`config.mk`:
```
export PLATFORM = sky130hd
export DESIGN_NAME = m68k_uart_bus_bridge
export DESIGN_NICKNAME = d
export VERILOG_FILES = /design/src/rtl/m68k_bridge_pkg.sv /design/src/rtl/m68k_uart_bus_bridge_uart_tx_seq.sv /design/src/rtl/m68k_uart_bus_bridge.sv
export SDC_FILE = /design/constraint.sdc
export NUM_CORES = 1
export LEC_CHECK = 0
export BUFFER_PORTS_ARGS = -buffer_cell sky130_fd_sc_hd__buf_4
export CORE_MARGIN = 2
export CORE_UTILIZATION = 55
export CTS_CLUSTER_DIAMETER = 80
export DETAILED_ROUTE_END_ITERATION = 8
export PLACE_DENSITY = 0.81
export SETUP_SLACK_MARGIN = 0.05
export SYNTH_ARGS = -nofsm -noshare
export SYNTH_HDL_FRONTEND = slang
export SYNTH_HIERARCHICAL = 1
export SYNTH_SLANG_ARGS = --single-unit
```
`constraint.sdc`:
```
create_clock -name clk -period 3.4 [get_ports clk]
set_clock_uncertainty 0.15 [all_clocks]
set_input_delay 0.17 -clock clk [delete_from_list [all_inputs] [get_ports clk]]
set_output_delay 0.17 -clock clk [all_outputs]
set_load 0.03 [all_outputs]
```
`src/rtl/m68k_bridge_pkg.sv`:
```
// Shared types, constants and packet helpers for the 68000-to-UART bus bridge.
package m68k_bridge_pkg;

    typedef enum logic [3:0] {
        ST_IDLE,
        ST_SEND_HDR,
        ST_SEND_A2,
        ST_SEND_A1,
        ST_SEND_A0,
        ST_SEND_DH,
        ST_SEND_DL,
        ST_WAIT_STATUS,
        ST_RECV_DH,
        ST_RECV_DL,
        ST_DONE_ACK,
        ST_DONE_ERR
    } state_t;

    localparam logic [7:0] ACK_BYTE_DEFAULT = 8'h06;
    localparam logic [7:0] NAK_BYTE_DEFAULT = 8'h15;

    // Header byte layout: {start, rw, uds, lds, reserved, fc[2:0]}
    localparam int unsigned HDR_START_BIT = 7;
    localparam int unsigned HDR_RW_BIT    = 6;
    localparam int unsigned HDR_UDS_BIT   = 5;
    localparam int unsigned HDR_LDS_BIT   = 4;
    localparam int unsigned HDR_RSVD_BIT  = 3;
    localparam int unsigned HDR_FC_LSB    = 0;

    localparam int unsigned READ_TX_LEN  = 4;
    localparam int unsigned WRITE_TX_LEN = 6;

    // Bus cycle captured on the address-strobe rising edge
    typedef struct packed {
        logic        rw;
        logic        uds;
        logic        lds;
        logic [2:0]  fc;
        logic [23:0] addr;
        logic [15:0] data;
    } bus_req_t;

    function automatic logic [7:0] make_hdr(input bus_req_t req);
        logic [7:0] h;
        h                      = '0;
        h[HDR_START_BIT]       = 1'b1;
        h[HDR_RW_BIT]          = req.rw;
        h[HDR_UDS_BIT]         = req.uds;
        h[HDR_LDS_BIT]         = req.lds;
        h[HDR_RSVD_BIT]        = 1'b0;
        h[HDR_FC_LSB +: 3]     = req.fc;
        return h;
    endfunction

    // Byte transmitted while in a given SEND_* state
    function automatic logic [7:0] pkt_byte(input bus_req_t req, input state_t s);
        logic [7:0] b;
        case (s)
            ST_SEND_HDR: b = make_hdr(req);
            ST_SEND_A2:  b = req.addr[23:16];
            ST_SEND_A1:  b = req.addr[15:8];
            ST_SEND_A0:  b = req.addr[7:0];
            ST_SEND_DH:  b = req.data[15:8];
            ST_SEND_DL:  b = req.data[7:0];
            default:     b = '0;
        endcase
        return b;
    endfunction

    // Position of a SEND_* state within the packet
    function automatic logic [2:0] tx_index(input state_t s);
        logic [2:0] i;
        case (s)
            ST_SEND_A2: i = 3'd1;
            ST_SEND_A1: i = 3'd2;
            ST_SEND_A0: i = 3'd3;
            ST_SEND_DH: i = 3'd4;
            ST_SEND_DL: i = 3'd5;
            default:    i = 3'd0;
        endcase
        return i;
    endfunction

    function automatic logic [2:0] pkt_last_index(input logic rw);
        return rw ? 3'(READ_TX_LEN - 1) : 3'(WRITE_TX_LEN - 1);
    endfunction

    function automatic state_t next_send(input state_t s);
        state_t n;
        case (s)
            ST_SEND_HDR: n = ST_SEND_A2;
            ST_SEND_A2:  n = ST_SEND_A1;
            ST_SEND_A1:  n = ST_SEND_A0;
            ST_SEND_A0:  n = ST_SEND_DH;
            ST_SEND_DH:  n = ST_SEND_DL;
            default:     n = ST_WAIT_STATUS;
        endcase
        return n;
    endfunction

endpackage

```
`src/rtl/m68k_uart_bus_bridge_uart_tx_seq.sv`:
```
// Single-byte UART transmit sequencer: holds the request until the transmitter takes it.
module uart_tx_seq (
    input  logic       clk,
    input  logic       rst,
    input  logic       send_c,
    input  logic [7:0] byte_c,
    input  logic       tx_busy,
    output logic [7:0] tx_data,
    output logic       new_tx_data,
    output logic       done_c
);

    assign done_c = new_tx_data & ~tx_busy;

    // Load a new byte only when no request is stalled on a busy transmitter
    always_ff @(posedge clk) begin
        if (rst) begin
            tx_data     <= '0;
            new_tx_data <= 1'b0;
        end else if (!(new_tx_data && tx_busy)) begin
            new_tx_data <= send_c;
            if (send_c) begin
                tx_data <= byte_c;
            end
        end
    end

endmodule

```
`src/rtl/m68k_uart_bus_bridge.sv`:
```
// Bus-slave bridge: serialises each 68000 bus cycle to the host over UART and
// holds the cycle open until the host answers with ACK (+read data) or NAK.
module m68k_uart_bus_bridge
    import m68k_bridge_pkg::*;
#(
    parameter int unsigned TIMEOUT_CYCLES = 50_000_000,
    parameter logic [7:0]  ACK_BYTE       = ACK_BYTE_DEFAULT,
    parameter logic [7:0]  NAK_BYTE       = NAK_BYTE_DEFAULT
) (
    input  logic        clk,
    input  logic        rst,
    input  logic        as,
    input  logic        rw,
    input  logic        uds,
    input  logic        lds,
    input  logic [2:0]  fc,
    input  logic [23:0] addr,
    input  logic [15:0] d_in,
    output logic [15:0] d_out,
    output logic        d_out_en,
    output logic        dtack,
    output logic        berr,
    output logic [7:0]  tx_data,
    output logic        new_tx_data,
    input  logic        tx_busy,
    input  logic [7:0]  rx_data,
    input  logic        new_rx_data,
    output logic        idle
);

    localparam int unsigned CNT_W   = (TIMEOUT_CYCLES == 0) ? 1 : $clog2(TIMEOUT_CYCLES + 1);
    localparam int unsigned TO_LAST = (TIMEOUT_CYCLES == 0) ? 0 : TIMEOUT_CYCLES - 1;

    state_t           state_q, state_d;
    logic             as_q;
    bus_req_t         req_in, req_q;
    logic [CNT_W-1:0] cnt_q;
    logic             start_c, send_c, tx_done_c, timeout_c, in_wait_c;
    logic [7:0]       byte_c;

    assign req_in    = {rw, uds, lds, fc, addr, d_in};
    assign in_wait_c = (state_q == ST_WAIT_STATUS) || (state_q == ST_RECV_DH) ||
                       (state_q == ST_RECV_DL);
    assign timeout_c = (TIMEOUT_CYCLES != 0) && (cnt_q == CNT_W'(TO_LAST));

    uart_tx_seq u_tx_seq (
        .clk         (clk),
        .rst         (rst),
        .send_c      (send_c),
        .byte_c      (byte_c),
        .tx_busy     (tx_busy),
        .tx_data     (tx_data),
        .new_tx_data (new_tx_data),
        .done_c      (tx_done_c)
    );

    // Strobe history is kept through reset so a strobe held across reset is not a new cycle
    always_ff @(posedge clk) begin
        as_q <= as;
    end

    // State register
    always_ff @(posedge clk) begin
        if (rst) begin
            state_q <= ST_IDLE;
        end else begin
            state_q <= state_d;
        end
    end

    // Next-state and transmit request
    always_comb begin
        state_d = state_q;
        start_c = 1'b0;
        send_c  = 1'b0;
        byte_c  = '0;
        case (state_q)
            ST_IDLE: begin
                if (as && !as_q) begin
                    start_c = 1'b1;
                    state_d = ST_SEND_HDR;
                    send_c  = 1'b1;
                    byte_c  = make_hdr(req_in);
                end
            end
            ST_SEND_HDR, ST_SEND_A2, ST_SEND_A1, ST_SEND_A0, ST_SEND_DH, ST_SEND_DL: begin
                if (tx_done_c) begin
                    if (!as) begin
                        state_d = ST_IDLE;
                    end else if (tx_index(state_q) == pkt_last_index(req_q.rw)) begin
                        state_d = ST_WAIT_STATUS;
                    end else begin
                        state_d = next_send(state_q);
                        send_c  = 1'b1;
                        byte_c  = pkt_byte(req_q, next_send(state_q));
                    end
                end
            end
            ST_WAIT_STATUS, ST_RECV_DH, ST_RECV_DL: begin
                if (!as) begin
                    state_d = ST_IDLE;
                end else if (timeout_c) begin
                    state_d = ST_DONE_ERR;
                end else if (new_rx_data) begin
                    case (state_q)
                        ST_WAIT_STATUS: begin
                            if (rx_data == ACK_BYTE) begin
                                state_d = req_q.rw ? ST_RECV_DH : ST_DONE_ACK;
                            end else if (rx_data == NAK_BYTE) begin
                                state_d = ST_DONE_ERR;
                            end
                        end
                        ST_RECV_DH: state_d = ST_RECV_DL;
                        default:    state_d = ST_DONE_ACK;
                    endcase
                end
            end
            ST_DONE_ACK, ST_DONE_ERR: begin
                if (!as) begin
                    state_d = ST_IDLE;
                end
            end
            default: state_d = ST_IDLE;
        endcase
    end

    // Capture the bus cycle on the strobe edge
    always_ff @(posedge clk) begin
        if (rst) begin
            req_q <= '0;
        end else if (start_c) begin
            req_q <= req_in;
        end
    end

    // Host reply timeout counter, restarted on entry to WAIT_STATUS
    always_ff @(posedge clk) begin
        if (rst) begin
            cnt_q <= '0;
        end else if (state_d == ST_WAIT_STATUS && state_q != ST_WAIT_STATUS) begin
            cnt_q <= '0;
        end else if (in_wait_c) begin
            cnt_q <= cnt_q + CNT_W'(1);
        end
    end

    // Read data capture from the host reply
    always_ff @(posedge clk) begin
        if (rst) begin
            d_out <= '0;
        end else if (state_q == ST_RECV_DH && state_d == ST_RECV_DL) begin
            d_out[15:8] <= rx_data;
        end else if (state_q == ST_RECV_DL && state_d == ST_DONE_ACK) begin
            d_out[7:0] <= rx_data;
        end
    end

    // Bus response outputs follow the state being entered
    always_ff @(posedge clk) begin
        if (rst) begin
            dtack    <= 1'b0;
            berr     <= 1'b0;
            d_out_en <= 1'b0;
            idle     <= 1'b1;
        end else begin
            dtack    <= (state_d == ST_DONE_ACK);
            berr     <= (state_d == ST_DONE_ERR);
            d_out_en <= (state_d == ST_DONE_ACK) && req_q.rw;
            idle     <= (state_d == ST_IDLE);
        end
    end

endmodule

```
## Word-level counts from Yosys, hierarchy flattened

Index checks and enable logic that the tools add are counted.

| word-level totals | value |
|---|---|
| bits of input ports | 59 |
| output and inout port bits | 29 |
| bits in registers | 106 |
| word-level logic and storage cells | 100 |

| operators by class | value |
|---|---|
| muxes and demuxes | 35 |
| bitwise logic cells | 4 |
| equal/unequal tests | 26 |
| reduce and logical (&&, ||, !) cells | 17 |
| add/subtract/negate cells | 1 |

Operators by type and width:

| kind | number |
|---|---|
| 2-to-1 mux 4 bit | 12 |
| one-hot mux 8 bit (6 select lines) | 1 |
| == test 4 x 3 -> 1 bit (second input constant) | 8 |
| 2-to-1 mux 8 bit | 4 |
| one-hot mux 3 bit (5 select lines) | 2 |
| == test 4 bit (second input constant) | 7 |
| adder 26 x 1 -> 26 bit (second input constant) | 1 |
| == test 26 bit (second input constant) | 1 |
| 2-to-1 mux 3 bit | 6 |
| == test 4 x 2 -> 1 bit (second input constant) | 4 |
| one-hot mux 4 bit (4 select lines) | 1 |
| one-hot mux 8 bit (2 select lines) | 1 |
| == test 4 x 1 -> 1 bit (second input constant) | 2 |
| == test 8 x 3 -> 1 bit (second input constant) | 1 |
| == test 8 x 5 -> 1 bit (second input constant) | 1 |
| logical NOT 4 bit | 2 |
| one-hot mux 4 bit (2 select lines) | 1 |
| logical AND 1 bit | 6 |
| OR reduction 6 bit | 1 |
| 2-to-1 mux 1 bit | 5 |
| != test 4 x 3 -> 1 bit (second input constant) | 1 |
| AND reduction 2 bit | 2 |
| OR reduction 2 bit | 2 |
| == test 3 bit | 1 |
| 7 further kinds | 10 |

## Depth between registers and ports, before layout

Gate-level depths: netlist of the first run.

| depth | value |
|---|---|
| depth in word-level cells | 16 |
| gate-level depth with buffers | 10 |
| mapped depth without buffers | 7 |

## Modules after synthesis

The synthesis of the first run kept the hierarchy.

By module, submodules not included:

| module | seq. area each (µm²) | area an instance (µm²) | instances | cells an instance |
|---|---|---|---|---|
| m68k_uart_bus_bridge | 1,841.8 | 4,304.1 | 1 | 519 |
| uart_tx_seq | 180.2 | 410.4 | 1 | 39 |

## Least setup slack after synthesis of the first run

OpenSTA, ideal clock, no wires.

| timing path | value |
|---|---|
| kind | flip-flop to flip-flop |
| start | register u_tx_seq.new_tx_data |
| end | register d_out[0] |
| path buffers | 0 |
| setup time | 133 ps |
| data required time | 3,117 ps |
| arrival | 2,393 ps |
| slack | 723 ps |
| cell stages (with the launch flop) | 8 |
| clock period less this slack | 2,677 ps |
| path through | dfxtp_1 -> nor2b_1 -> nor2_1 -> a32o_1 -> a211o_1 -> a211oi_2 -> o211ai_2 -> mux2i_1 |

| on the way | value |
|---|---|
| cells in the longest elaborated chain, start to end | 7 |
| elaborated cells between the ends (all ways) | 9 |
| classes of those cells | 2 x eq/ne; 2 x mux; 2 x bitwise; 3 x reduce/logical |

RTL lines:

| what | line | source |
|---|---|---|
| from (decl) | m68k_uart_bus_bridge_uart_tx_seq.sv:9 | `output logic new_tx_data,` |
| from (signal assigned) | m68k_uart_bus_bridge_uart_tx_seq.sv:21 | `new_tx_data <= send_c;` |
| AND 1 bit (*) | m68k_uart_bus_bridge_uart_tx_seq.sv:13 | `assign done_c = new_tx_data & ~tx_busy;` |
| via tx_done_c | m68k_uart_bus_bridge.sv:38 | `logic start_c, send_c, tx_done_c, timeout_c, in_wait_c;` |
| 2-to-1 mux 4 bit (*) | m68k_uart_bus_bridge.sv:87 | `if (tx_done_c) begin` |
| one-hot mux 4 bit (4 select lines) (*) | m68k_uart_bus_bridge.sv:77 | `case (state_q)` |
| == test 4 bit | m68k_uart_bus_bridge.sv:151 | `end else if (state_q == ST_RECV_DH && state_d == ST_RECV_DL) begin` |
| logical AND 1 bit | m68k_uart_bus_bridge.sv:151 |  |
| inverter 1 bit (no source line) | -- |  |
| AND reduction 2 bit (no source line) (*) | -- |  |
| to (signal assigned) | m68k_uart_bus_bridge.sv:154 | `d_out[7:0] <= rx_data;` |
| to (decl) | m68k_uart_bus_bridge.sv:19 | `output logic [15:0] d_out,` |

Mark *: on every way through the listed nets, which the timed path passes. The rest lies on a longest branch.
A chain may end at the register's enable or synchronous reset.

## Worst setup path in the final report of the first run

| timing path | value |
|---|---|
| start | input tx_busy |
| end | register u_tx_seq.tx_data[6] |

| on the way | value |
|---|---|
| cells in the longest elaborated chain, start to end | 5 |
| elaborated cells between the ends (all ways) | 9 |
| classes of those cells | 4 x mux; 3 x bitwise; 2 x reduce/logical |

RTL lines:

| what | line | source |
|---|---|---|
| from (decl) | m68k_uart_bus_bridge.sv:25 | `input logic tx_busy,` |
| inverter 1 bit | m68k_uart_bus_bridge_uart_tx_seq.sv:13 |  |
| AND 1 bit | m68k_uart_bus_bridge_uart_tx_seq.sv:13 |  |
| via tx_done_c | m68k_uart_bus_bridge.sv:38 |  |
| 2-to-1 mux 1 bit | m68k_uart_bus_bridge.sv:87 |  |
| one-hot mux 1 bit (2 select lines) | m68k_uart_bus_bridge.sv:77 |  |
| via send_c | m68k_uart_bus_bridge.sv:38 |  |
| AND reduction 2 bit (no source line) | -- |  |
| to (signal assigned) | m68k_uart_bus_bridge_uart_tx_seq.sv:23 | `tx_data <= byte_c;` |
| to (decl) | m68k_uart_bus_bridge_uart_tx_seq.sv:8 | `output logic [7:0] tx_data,` |

The timed path passes the listed nets, and every way through them passes these cells.

==> load_flow_metrics.sql, run 1 <==
INSERT INTO impl_metrics (metric_group, metric, value, unit) VALUES
('clocking', 'cts_max_level', '3', ''),
('critical_path', 'timing.critical_path.required', '3.54', 'ns'),
('floorplanning', 'core_area', '8260', 'um^2'),
('floorplanning', 'row_count', '33', ''),
('critical_path', 'worst-path-max-fanout', '9', ''),
('synthesis', 'synth_sequential_area_ratio', '0.429', ''),
('cells_and_area', 'syn2layout_area_growth', '28.8', '%'),
('clocking', 'cts_tree', 'yes', ''),
('cells_and_area', 'sequential_cell_area', '2020', 'um^2'),
('floorplanning', 'die_extent_in_y', '96.6', 'um'),
('flow_run', 'max_cap_viols', '0', ''),
('drt', 'drt-total-wl', '12.1', 'mm'),
('hold_path', 'worstHoldEndpoint', 'u_tx_seq/tx_data[2]', ''),
('critical_path', 'timing.setup.critical_path_class', 'primary input to register', ''),
('sta', 'fin_setup_tns', '0', 'ns'),
('critical_path', 'regToRegStartpoint', 'state_q[2]', ''),
('hold_path', 'timing.hold.worst.class', 'primary input to register', ''),
('critical_path', 'critical_path.startpoint_type', 'primary input', ''),
('critical_path', 'reg2regPathDepth', '6', ''),
('synthesis', 'synthesis.area_per_instance', '8.45', 'um^2'),
('sta', 'timing.final.hold_violations', '0', ''),
('placed_design', 'placement.io_buffers', '87', ''),
('clocking', 'cts-resized-gates', '0', ''),
('sta', 'final-setup-viol-count', '0', ''),
('placed_design', 'dpl.hpwl', '7.67', 'mm'),
('synthesis', 'synthesis.area', '4710', 'um^2'),
('grt', 'first_global_vias', '4129', ''),
('sta', 'hold-worst-slack', '0.0318', 'ns'),
('cells_and_area', 'mostFrequentLayoutCells', '126 x sky130_fd_sc_hd__nand2_1, 101 x sky130_fd_sc_hd__dfxtp_1, 92 x sky130_fd_sc_hd__buf_4', ''),
('synthesis', 'synth_cells', '558', ''),
('cells_and_area', 'final_core_util', '0.735', ''),
('status', 'outcome', 'completed', ''),
('drt', 'detailroute.via_count', '4386', ''),
('floorplanning', 'floorplan.die.width', '96.6', 'um'),
('placed_design', 'final_weighted_congestion_of_routability_driven_global_placement', '0.937', ''),
('sta', 'remaining_max_slew_budget_at_the_tightest_pin', '0.424', ''),
('cells_and_area', 'multi_input_area', '2520', 'um^2'),
('clocking', 'worst_setup_hold_path_clk_slew', '0.10', 'ns'),
('hold_path', 'worst_hold_startpoint', 'fc[2]', ''),
('power', 'max-vdd-ir-drop', '0.268', 'mV'),
('power', 'p_clk_frac', '0.337', ''),
('synthesis', 'postSynth.topFlopCell', 'sky130_fd_sc_hd__dfxtp_1', ''),
('drt', 'count_of_tritonroute_iterations_in_the_first_routing_pass', '6', ''),
('power', 'p_seq_frac', '0.553', ''),
('sta', 'max_freq', '348', 'MHz'),
('sta', 'slew_viol_final', '0', ''),
('power', 'swShare', '0.268', ''),
('sta', 'final_period_minus_worst_setup_slack', '2.88', 'ns'),
('critical_path', 'critical_path.startpoint', 'tx_busy', ''),
('synthesis', 'synth_nets', '618', ''),
('floorplanning', 'design.die.area', '9330', 'um^2'),
('clocking', 'tritoncts.num_buffers', '9', ''),
('critical_path', 'r2r_setup_slack', '0.53', 'ns'),
('grt', 'maximum_number_of_pins_on_one_net_before_global_route_repair', '62', ''),
('clocking', 'clk_path_buf_depth', '2', ''),
('power', 'pwr-share-comb', '0.111', ''),
('grt', 'number_of_antenna_violations_at_the_first_check_in_global_routing', '0', ''),
('cells_and_area', 'drive_above_1_share', '0.194', ''),
('hold_path', 'whs_path_depth', '5', ''),
('sta', 'fin_crit_sh', '0.846', ''),
('drt', 'drt-vias-per-instance', '5.58', ''),
('grt', 'grtUsageTotal', '0.271', ''),
('clocking', 'clock-root-buffer', 'sky130_fd_sc_hd__clkbuf_8', ''),
('power', 'p_per_area', '365', 'nW/um^2'),
('drt', 'wl_per_cell', '15.4', 'um'),
('critical_path', 'critPathCaptureType', 'register', ''),
('power', 'switchingPower', '596', 'uW'),
('synthesis', 'yosysUniqueCellTypes', '63', ''),
('floorplanning', 'pin_count', '88', ''),
('cells_and_area', 'most_common_cell_after_layout_fill_and_taps_aside', 'sky130_fd_sc_hd__nand2_1', ''),
('drt', 'dr.first_iter.drc_count', '405', '');
==> metal layers <==
metal | track usage | part of all wire
met3 | 0.0621 | 0.058
met2 | 0.435 | 0.48
met4 | 0.109 | 0.027
met5 | 0 | 0
met1 | 0.355 | 0.43
==> per-stage QoR <==
| stage | area (um^2) | worst slack, ns | total power [uW] | std cells |
|---|---|---|---|---|
| 2_1_floorplan | 4710 | 0.723 | 1360 | 558 |
| 3_3_place_gp | 5370 | 0.667 | 1440 | 719 |
| 3_5_place_dp | 5370 | 0.562 | 1450 | 719 |
| 4_1_cts | 6070 | 0.512 | 2220 | 786 |
| 5_1_grt | 6070 | 0.304 | 2310 | 786 |
| 6_report | 6070 | 0.523 | 2220 | 786 |
==> critical path, cell delays in order <==
cell and delay (ns):
sky130_fd_sc_hd__dlygate4sd3_1 0.54, sky130_fd_sc_hd__buf_4 0.14, sky130_fd_sc_hd__nor2b_1 0.41, sky130_fd_sc_hd__nand3b_1 0.19, sky130_fd_sc_hd__nor2b_1 0.23, sky130_fd_sc_hd__o221ai_1 0.36
sky130_fd_sc_hd__nand2_1 0.22, sky130_fd_sc_hd__a21boi_2 0.52, sky130_fd_sc_hd__mux2i_1 0.25
==> Yosys cell counts, drive strengths merged, types with 3 or more instances <==
library cell / instances / area share
nand2: 126 / 0.10
dfxtp: 101 / 0.43
a21oi: 49 / 0.053
nor2: 49 / 0.039
clkbuf: 27 / 0.021
mux2i: 25 / 0.053
nand2b: 17 / 0.024
xor2: 14 / 0.026
nand3: 12 / 0.013
xnor2: 11 / 0.020
o21ai: 10 / 0.011
buf: 9 / 0.014
a222oi: 8 / 0.017
a22o: 8 / 0.015
and3: 8 / 0.011
mux2: 8 / 0.019
nand4: 8 / 0.011
nor2b: 8 / 0.011
nor4: 5 / 0.0098
or2: 4 / 0.0053
a211oi: 3 / 0.0058
nand3b: 3 / 0.0048
nor3: 3 / 0.0032
o211ai: 3 / 0.0058
==> worst max path at each step <==
stage | endpoint | slack, ns | cells past startpoint
5_1_grt | d_out[5] | 0.30 | 6
6_report | u_tx_seq/tx_data[6] | 0.52 | 9
3_3_place_gp | d_out[9] | 0.67 | 6
2_1_floorplan | d_out[0] | 0.72 | 7
3_5_place_dp | d_out[13] | 0.56 | 6
4_1_cts | u_tx_seq/tx_data[6] | 0.51 | 9
==> flip-flops by register name, indices dropped and copies added, names as in the netlist <==
signal                cells
req_q                    41
cnt_q                    26
d_out                    16
u_tx_seq/tx_data          8
state_q                   4
as_q                      1
berr                      1
d_out_en                  1
dtack                     1
idle                      1
u_tx_seq/new_tx_data      1
==> logic make-up after synthesis <==
| kind of cell | after synthesis | share of synthesized area |
|---|---|---|
| flops | 101 | 0.429 |
| mux | 33 | 0.0722 |
| buf+inv | 38 | 0.0374 |
| compound gates | 99 | 0.148 |
| xor+xnor | 25 | 0.0464 |
| fa+ha+maj | 1 | 0.00265 |
| simple gates | 261 | 0.265 |
==> power groups by stage <==
stage | Sequential [uW] | Combinational (uW) | Clock (uW)
2_1_floorplan | 1250 | 108 | 0
3_3_place_gp | 1250 | 189 | 0
3_5_place_dp | 1250 | 193 | 0
4_1_cts | 1220 | 240 | 752
5_1_grt | 1230 | 266 | 812
6_report | 1230 | 246 | 747
==> area by class of cell <==
class                      instances  share of cell area
multi-input combinational        419               0.414
sequential                       101               0.333
timing repair buffer             143               0.198
tap                              105              0.0216
clock buffer                       9              0.0204
clock inverter                     7              0.0115
inverter                           2             0.00124
==> timing repair <==
action	in CTS	in global routing
hold buffers	51	0
endpoints found under the hold margin	60	0
endpoints found under the setup margin	0	0
buffers inserted	0	0
No activity file was read; power rests on OpenSTA's default activity.
==> run 2: changes to the inputs <==
==> constraint.sdc (replaced) <==
create_clock -name clk -period 2.8 [get_ports clk]
set_clock_uncertainty 0.15 [all_clocks]
set_input_delay 0.14 -clock clk [delete_from_list [all_inputs] [get_ports clk]]
set_output_delay 0.14 -clock clk [all_outputs]
set_load 0.03 [all_outputs]
==> run 2 against run 1 <==
Hold slack lost 0.017 ns. Combinational power grew 26%. Die area is the same. Non-clock buffer count grew 13. Clock power grew 21%. Sequential power grew 21%. Register-to-register slack lost 0.38 ns. Largest cell class unchanged.
==> load_flow_metrics.sql, run 2 (same netlist as run 1, synthesis figures left out) <==
INSERT INTO impl_metrics (metric_group, metric, value, unit) VALUES
('sta', 'slew_viol_final', '0', ''),
('grt', 'first_global_vias', '4332', ''),
('sta', 'worst-slew-pin-transition', '0.928', 'ns'),
('floorplanning', 'row_count', '33', ''),
('drt', 'drt-vias-per-instance', '5.63', ''),
('sta', 'grt_setup_unrepaired', 'no', ''),
('cells_and_area', 'post_layout_nonfiller_instances', '799', ''),
('clocking', 'cts_setup_buffers', '0', ''),
('clocking', 'cts_tree', 'yes', ''),
('critical_path', 'critical_path.startpoint_type', 'register', ''),
('grt', 'grt_remaining_overflow', '0', ''),
('cells_and_area', 'fillerInstances', '583', ''),
('power', 'cellLeakagePower', '0.00248', 'uW'),
('grt', 'number_of_antenna_violations_at_the_first_check_in_global_routing', '0', ''),
('placed_design', 'numPlacedInstances', '732', ''),
('cells_and_area', 'nets', '749', ''),
('sta', 'timing.final.hold_violations', '0', ''),
('placed_design', 'placement.io_buffers', '87', ''),
('floorplanning', 'floorplan.die.width', '96.6', 'um'),
('cells_and_area', 'sequential_cell_area', '2020', 'um^2'),
('sta', 'final-setup-viol-count', '0', ''),
('sta', 'hold-worst-slack', '0.0145', 'ns'),
('placed_design', 'final_weighted_congestion_of_routability_driven_global_placement', '0.881', ''),
('drt', 'ant_nets', '0', ''),
('flow_run', 'max_cap_viols', '0', ''),
('power', 'p_per_area', '435', 'nW/um^2'),
('drt', 'detailroute.via_count', '4500', ''),
('sta', 'remaining_max_slew_budget_at_the_tightest_pin', '0.380', ''),
('floorplanning', 'floorplan.initialDensity', '0.571', ''),
('cells_and_area', 'syn2layout_area_growth', '31.8', '%'),
('critical_path', 'critPathCaptureType', 'register', ''),
('cells_and_area', 'drive_above_1_share', '0.213', ''),
('clocking', 'clock_insertion_delay_worst_skew', '0.38', 'ns'),
('cells_and_area', 'most_common_cell_after_layout_fill_and_taps_aside', 'sky130_fd_sc_hd__nand2_1', ''),
('cells_and_area', 'final_core_util', '0.752', ''),
('placed_design', 'place_worst_setup_slack', '0.117', 'ns'),
('grt', 'grtUsageTotal', '0.281', ''),
('critical_path', 'worst-path-max-fanout', '9', ''),
('sta', 'fin_setup_tns', '0', 'ns'),
('floorplanning', 'die_extent_in_y', '96.6', 'um'),
('cells_and_area', 'max_flop_register', 'req_q', ''),
('clocking', 'tritoncts.num_buffers', '9', ''),
('critical_path', 'timing.critical_path.required', '2.92', 'ns'),
('cells_and_area', 'largest_register_ff_count', '41', ''),
('clocking', 'worst_setup_hold_path_clk_slew', '0.11', 'ns'),
('placed_design', 'dpl.hpwl', '8.16', 'mm'),
('drt', 'dr.first_iter.drc_count', '404', ''),
('floorplanning', 'pin_count', '88', ''),
('sta', 'setup_slack', '0.147', 'ns'),
('sta', 'max_freq', '377', 'MHz'),
('cells_and_area', 'mostFrequentLayoutCells', '126 x sky130_fd_sc_hd__nand2_1, 104 x sky130_fd_sc_hd__buf_4, 101 x sky130_fd_sc_hd__dfxtp_1', ''),
('grt', 'grt_pass1_wl', '20.3', 'mm'),
('sta', 'fin_crit_sh', '0.947', ''),
('drt', 'count_of_tritonroute_iterations_in_the_first_routing_pass', '6', ''),
('drt', 'drt-total-wl', '12.7', 'mm'),
('critical_path', 'critPathArrivalTime', '2.77', 'ns'),
('clocking', 'cts.sinks', '101', ''),
('cells_and_area', 'antenna_cells_inserted', '0', ''),
('floorplanning', 'design.die.area', '9330', 'um^2'),
('cells_and_area', 'multi_input_area', '2550', 'um^2'),
('power', 'max-vdd-ir-drop', '0.308', 'mV'),
('cells_and_area', 'reg.largest.list', 'req_q x41, cnt_q x26, d_out x16', ''),
('clocking', 'clock-root-buffer', 'sky130_fd_sc_hd__clkbuf_8', ''),
('critical_path', 'timing.setup.critical_path_class', 'register to register', ''),
('floorplanning', 'core_area', '8260', 'um^2'),
('hold_path', 'timing.hold.worst.class', 'primary input to register', ''),
('drt', 'detail_route.drc_violations', '0', ''),
('drt', 'wl_per_cell', '15.9', 'um'),
('grt', 'maximum_number_of_pins_on_one_net_before_global_route_repair', '61', ''),
('sta', 'final_period_minus_worst_setup_slack', '2.65', 'ns'),
('clocking', 'cts_max_level', '3', ''),
('status', 'outcome', 'completed', ''),
('clocking', 'clk_path_buf_depth', '2', '');
run 2: cell count changes in the layout (fill, tap and decap cells not counted), sizes merged:
cell      delta
clkinvlp     +2
clkinv       -2
buf         +13
run 2: power breakdown:
group	leakage, uW	switching, uW	internal [uW]
Clock	0.0000914	559	345
Combinational	0.00157	150	159
Sequential	0.000819	19.4	1470
run 2: worst paths after layout:
kind | startpoint | endpoint | slack [ns] | cells after the start
worst max-delay path | state_q[2] | d_out[15] | 0.15 | 6
worst min-delay path | fc[2] | u_tx_seq/tx_data[2] | 0.01 | 5
worst max register to register | state_q[2] | d_out[15] | 0.15 | 6
worst min register to register | d_out[8] | d_out[8] | 0.31 | 2
run 2: timing repair:
item,4_1_cts,5_1_grt
hold buffers,51,0
hold endpoints to repair,60,0
gates resized for setup,0,5
endpoints found under the setup margin,0,43
run 2: stage by stage:
stage / total power [uW] / area [um^2]
after detailed placement: 1760 / 5480
final: 2700 / 6210
after CTS: 2700 / 6180
after global placement: 1750 / 5480
after floorplan: 1650 / 4710
after global routing: 2790 / 6210
run 2: layer usage:
metal / vias up / track usage / share of wire
li1: 2190 / - / -
met1: 2131 / 0.352 / 0.42
met2: 157 / 0.490 / 0.50
met3: 22 / 0.0434 / 0.053
met4: 0 / 0.0998 / 0.020
met5: - / 0 / 0
run 2: worst max-delay path, stage by stage, from the launching register on:
cell and delay, ns:
sky130_fd_sc_hd__dfxtp_1 0.49, sky130_fd_sc_hd__or4b_1 0.47, sky130_fd_sc_hd__a21o_1 0.25, sky130_fd_sc_hd__a221oi_2 0.35
sky130_fd_sc_hd__o221ai_4 0.23, sky130_fd_sc_hd__or4_4 0.47, sky130_fd_sc_hd__mux2i_1 0.14
run 2: final cells by class:
| cell class | count | area share |
|---|---|---|
| clock buffer | 9 | 0.0199 |
| multi-input combinational | 419 | 0.410 |
| clock inverter | 7 | 0.0107 |
| sequential | 101 | 0.325 |
| timing repair buffer | 156 | 0.211 |
| tap | 105 | 0.0211 |
| inverter | 2 | 0.00121 |
==> run 3: changes to the inputs <==
--- a/config.mk
+++ b/config.mk
@@ -7,10 +7,11 @@
 export LEC_CHECK = 0
 export BUFFER_PORTS_ARGS = -buffer_cell sky130_fd_sc_hd__buf_4
 export CORE_MARGIN = 2
-export CORE_UTILIZATION = 55
+export CORE_UTILIZATION = 45
 export CTS_CLUSTER_DIAMETER = 80
 export DETAILED_ROUTE_END_ITERATION = 8
-export PLACE_DENSITY = 0.81
+export MAX_ROUTING_LAYER = met4
+export PLACE_DENSITY = 0.69
 export SETUP_SLACK_MARGIN = 0.05
 export SYNTH_ARGS = -nofsm -noshare
 export SYNTH_HDL_FRONTEND = slang
==> run 3 against run 2 <==
Design area grew 0.36%. Total power grew 3.2%. Sequential share of layout area shrank 0.12 points. Global-route usage shrank 5.2 points. Largest cell class unchanged. Largest power group unchanged.
==> load_flow_metrics.sql, run 3 (same netlist as run 1, synthesis figures left out) <==
INSERT INTO impl_metrics (metric_group, metric, value, unit) VALUES
('power', 'p_clk_frac', '0.358', ''),
('sta', 'max_freq', '377', 'MHz'),
('sta', 'final-setup-viol-count', '0', ''),
('cells_and_area', 'post_layout_nonfiller_instances', '830', ''),
('cells_and_area', 'nets', '749', ''),
('drt', 'drt-vias-per-instance', '5.27', ''),
('drt', 'count_of_tritonroute_iterations_in_the_first_routing_pass', '7', ''),
('grt', 'grtUsageTotal', '0.229', ''),
('clocking', 'clock-root-buffer', 'sky130_fd_sc_hd__clkbuf_8', ''),
('floorplanning', 'die_extent_in_y', '106', 'um'),
('sta', 'grt_setup_unrepaired', 'no', ''),
('drt', 'detailroute.via_count', '4370', ''),
('cells_and_area', 'max_flop_register', 'req_q', ''),
('clocking', 'cts_max_level', '3', ''),
('power', 'switchingPower', '653', 'uW'),
('placed_design', 'final_weighted_congestion_of_routability_driven_global_placement', '0.803', ''),
('power', 'max-vdd-ir-drop', '0.294', 'mV'),
('sta', 'remaining_max_slew_budget_at_the_tightest_pin', '0.356', ''),
('cells_and_area', 'antenna_cells_inserted', '0', ''),
('drt', 'detail_route.drc_violations', '0', ''),
('floorplanning', 'floorplan.die.width', '106', 'um'),
('hold_path', 'timing.hold.worst.class', 'primary input to register', ''),
('clocking', 'cts_tree', 'yes', ''),
('floorplanning', 'pin_count', '88', ''),
('grt', 'grt_remaining_overflow', '0', ''),
('sta', 'timing.final.hold_violations', '0', ''),
('sta', 'slew_viol_final', '0', ''),
('power', 'cellLeakagePower', '0.00249', 'uW'),
('drt', 'dr.first_iter.drc_count', '326', ''),
('cells_and_area', 'most_common_cell_after_layout_fill_and_taps_aside', 'sky130_fd_sc_hd__nand2_1', ''),
('critical_path', 'critPathArrivalTime', '2.76', 'ns'),
('grt', 'grt_pass1_wl', '20.3', 'mm'),
('cells_and_area', 'reg.largest.list', 'req_q x41, cnt_q x26, d_out x16', ''),
('floorplanning', 'design.die.area', '11300', 'um^2'),
('power', 'swShare', '0.234', ''),
('floorplanning', 'core_area', '10200', 'um^2'),
('critical_path', 'worst-path-max-fanout', '26', ''),
('cells_and_area', 'mostFrequentLayoutCells', '126 x sky130_fd_sc_hd__nand2_1, 104 x sky130_fd_sc_hd__buf_4, 101 x sky130_fd_sc_hd__dfxtp_1', ''),
('clocking', 'clock_insertion_delay_worst_skew', '0.37', 'ns'),
('critical_path', 'timing.critical_path.required', '2.91', 'ns'),
('floorplanning', 'floorplan.initialDensity', '0.461', ''),
('grt', 'number_of_antenna_violations_at_the_first_check_in_global_routing', '0', ''),
('clocking', 'worst_setup_hold_path_clk_slew', '0.09', 'ns'),
('critical_path', 'cp_common_cell', 'sky130_fd_sc_hd__buf_4', ''),
('power', 'p_per_area', '447', 'nW/um^2'),
('critical_path', 'timing.setup.critical_path_class', 'primary input to register', ''),
('flow_run', 'max_cap_viols', '0', ''),
('sta', 'final_period_minus_worst_setup_slack', '2.65', 'ns'),
('critical_path', 'critical_path.startpoint_type', 'primary input', ''),
('power', 'pwr-share-comb', '0.109', ''),
('cells_and_area', 'drive_above_1_share', '0.207', ''),
('drt', 'ant_nets', '0', ''),
('placed_design', 'numPlacedInstances', '762', ''),
('critical_path', 'critPathCaptureType', 'register', ''),
('sta', 'fin_setup_tns', '0', 'ns'),
('cells_and_area', 'syn2layout_area_growth', '32.2', '%'),
('power', 'internal_power', '2130', 'uW'),
('critical_path', 'worst_path_largest_cell_delay', '0.57', 'ns'),
('placed_design', 'placement.io_buffers', '87', ''),
('sta', 'fin_crit_sh', '0.947', ''),
('clocking', 'cts.sinks', '101', ''),
('power', 'p_seq_frac', '0.533', ''),
('cells_and_area', 'fillerInstances', '859', ''),
('grt', 'first_global_vias', '4295', ''),
('placed_design', 'dpl.hpwl', '8.16', 'mm'),
('critical_path', 'crit_slowest_cell', 'sky130_fd_sc_hd__or4b_1', ''),
('status', 'outcome', 'completed', ''),
('drt', 'drt-total-wl', '12.1', 'mm'),
('clocking', 'tritoncts.num_buffers', '9', ''),
('critical_path', 'critical_path.cell_chain', 'dlygate4sd3_1 > buf_4 > or4b_1 > o31ai_1 > a211oi_2 > buf_4 > o41ai_4 > buf_6 > nor2_1', ''),
('clocking', 'clk_path_buf_depth', '2', ''),
('sta', 'worst-slew-pin-transition', '0.964', 'ns'),
('floorplanning', 'row_count', '37', ''),
('grt', 'maximum_number_of_pins_on_one_net_before_global_route_repair', '61', ''),
('drt', 'wl_per_cell', '14.6', 'um'),
('cells_and_area', 'largest_register_ff_count', '41', '');
[run 3: repair_timing]
item                       4_1_cts  5_1_grt
setup endpoints to repair        0       49
setup buffers                    0        1
gates resized for setup          0        2
hold buffers                    51        0
hold endpoints to repair        60        0
[run 3: area by class of cell]
class | count | area (um^2) | area share
Tap cell | 136 | 170 | 0.0273
Inverter | 2 | 7.51 | 0.00120
Clock buffer | 11 | 131 | 0.0211
Clock inverter | 5 | 82.6 | 0.0132
Timing Repair Buffer | 156 | 1300 | 0.209
Multi-Input combinational cell | 419 | 2520 | 0.404
Sequential cell | 101 | 2020 | 0.324
[run 3: through the flow]
step | cell area (um^2) | utilization | hold slack, ns | setup WS, ns | total power [uW]
final | 6230 | 0.609 | 0.00826 | 0.149 | 2790
after global routing | 6230 | 0.609 | 0.0371 | 0.0585 | 2920
after global placement | 5500 | 0.537 | 0.226 | 0.209 | 1760
after detailed placement | 5500 | 0.537 | 0.222 | 0.165 | 1760
after floorplan | 4710 | - | 0.0177 | 0.123 | 1650
after CTS | 6220 | 0.608 | 0.000857 | 0.125 | 2810
[run 3: metal layers]
| layer | GRT usage | vias up | share of wire |
|---|---|---|---|
| met3 | 0.0374 | 20 | 0.038 |
| met5 | - | - | 0 |
| met1 | 0.279 | 2053 | 0.43 |
| met2 | 0.381 | 111 | 0.51 |
| li1 | - | 2186 | - |
| met4 | 0.0855 | 0 | 0.019 |
[run 3: worst max-delay path, delay by kind of cell]
family	cells	cell delay, ns
AND/OR/NAND/NOR	2	0.65
AO/OA/AOI/OAI	3	0.80
buffers and inverters	4	1.16
[run 3: power by group through the flow]
stage / logic, uW / clock network (uW) / registers [uW]
finish: 304 / 998 / 1490
global route: 332 / 1090 / 1490
CTS: 299 / 1020 / 1490
detailed placement: 242 / 0 / 1520
global placement: 238 / 0 / 1520
floorplan: 131 / 0 / 1520
[run 3: final timing paths]
kind	start	endpoint	slack [ns]	depth (start not counted)
worst max-delay path	rx_data[3]	cnt_q[14]	0.15	9
worst min-delay path	fc[2]	u_tx_seq/tx_data[2]	0.008	5
worst max register to register	cnt_q[7]	d_out[2]	0.16	6
worst min register to register	req_q[20]	req_q[20]	0.31	2
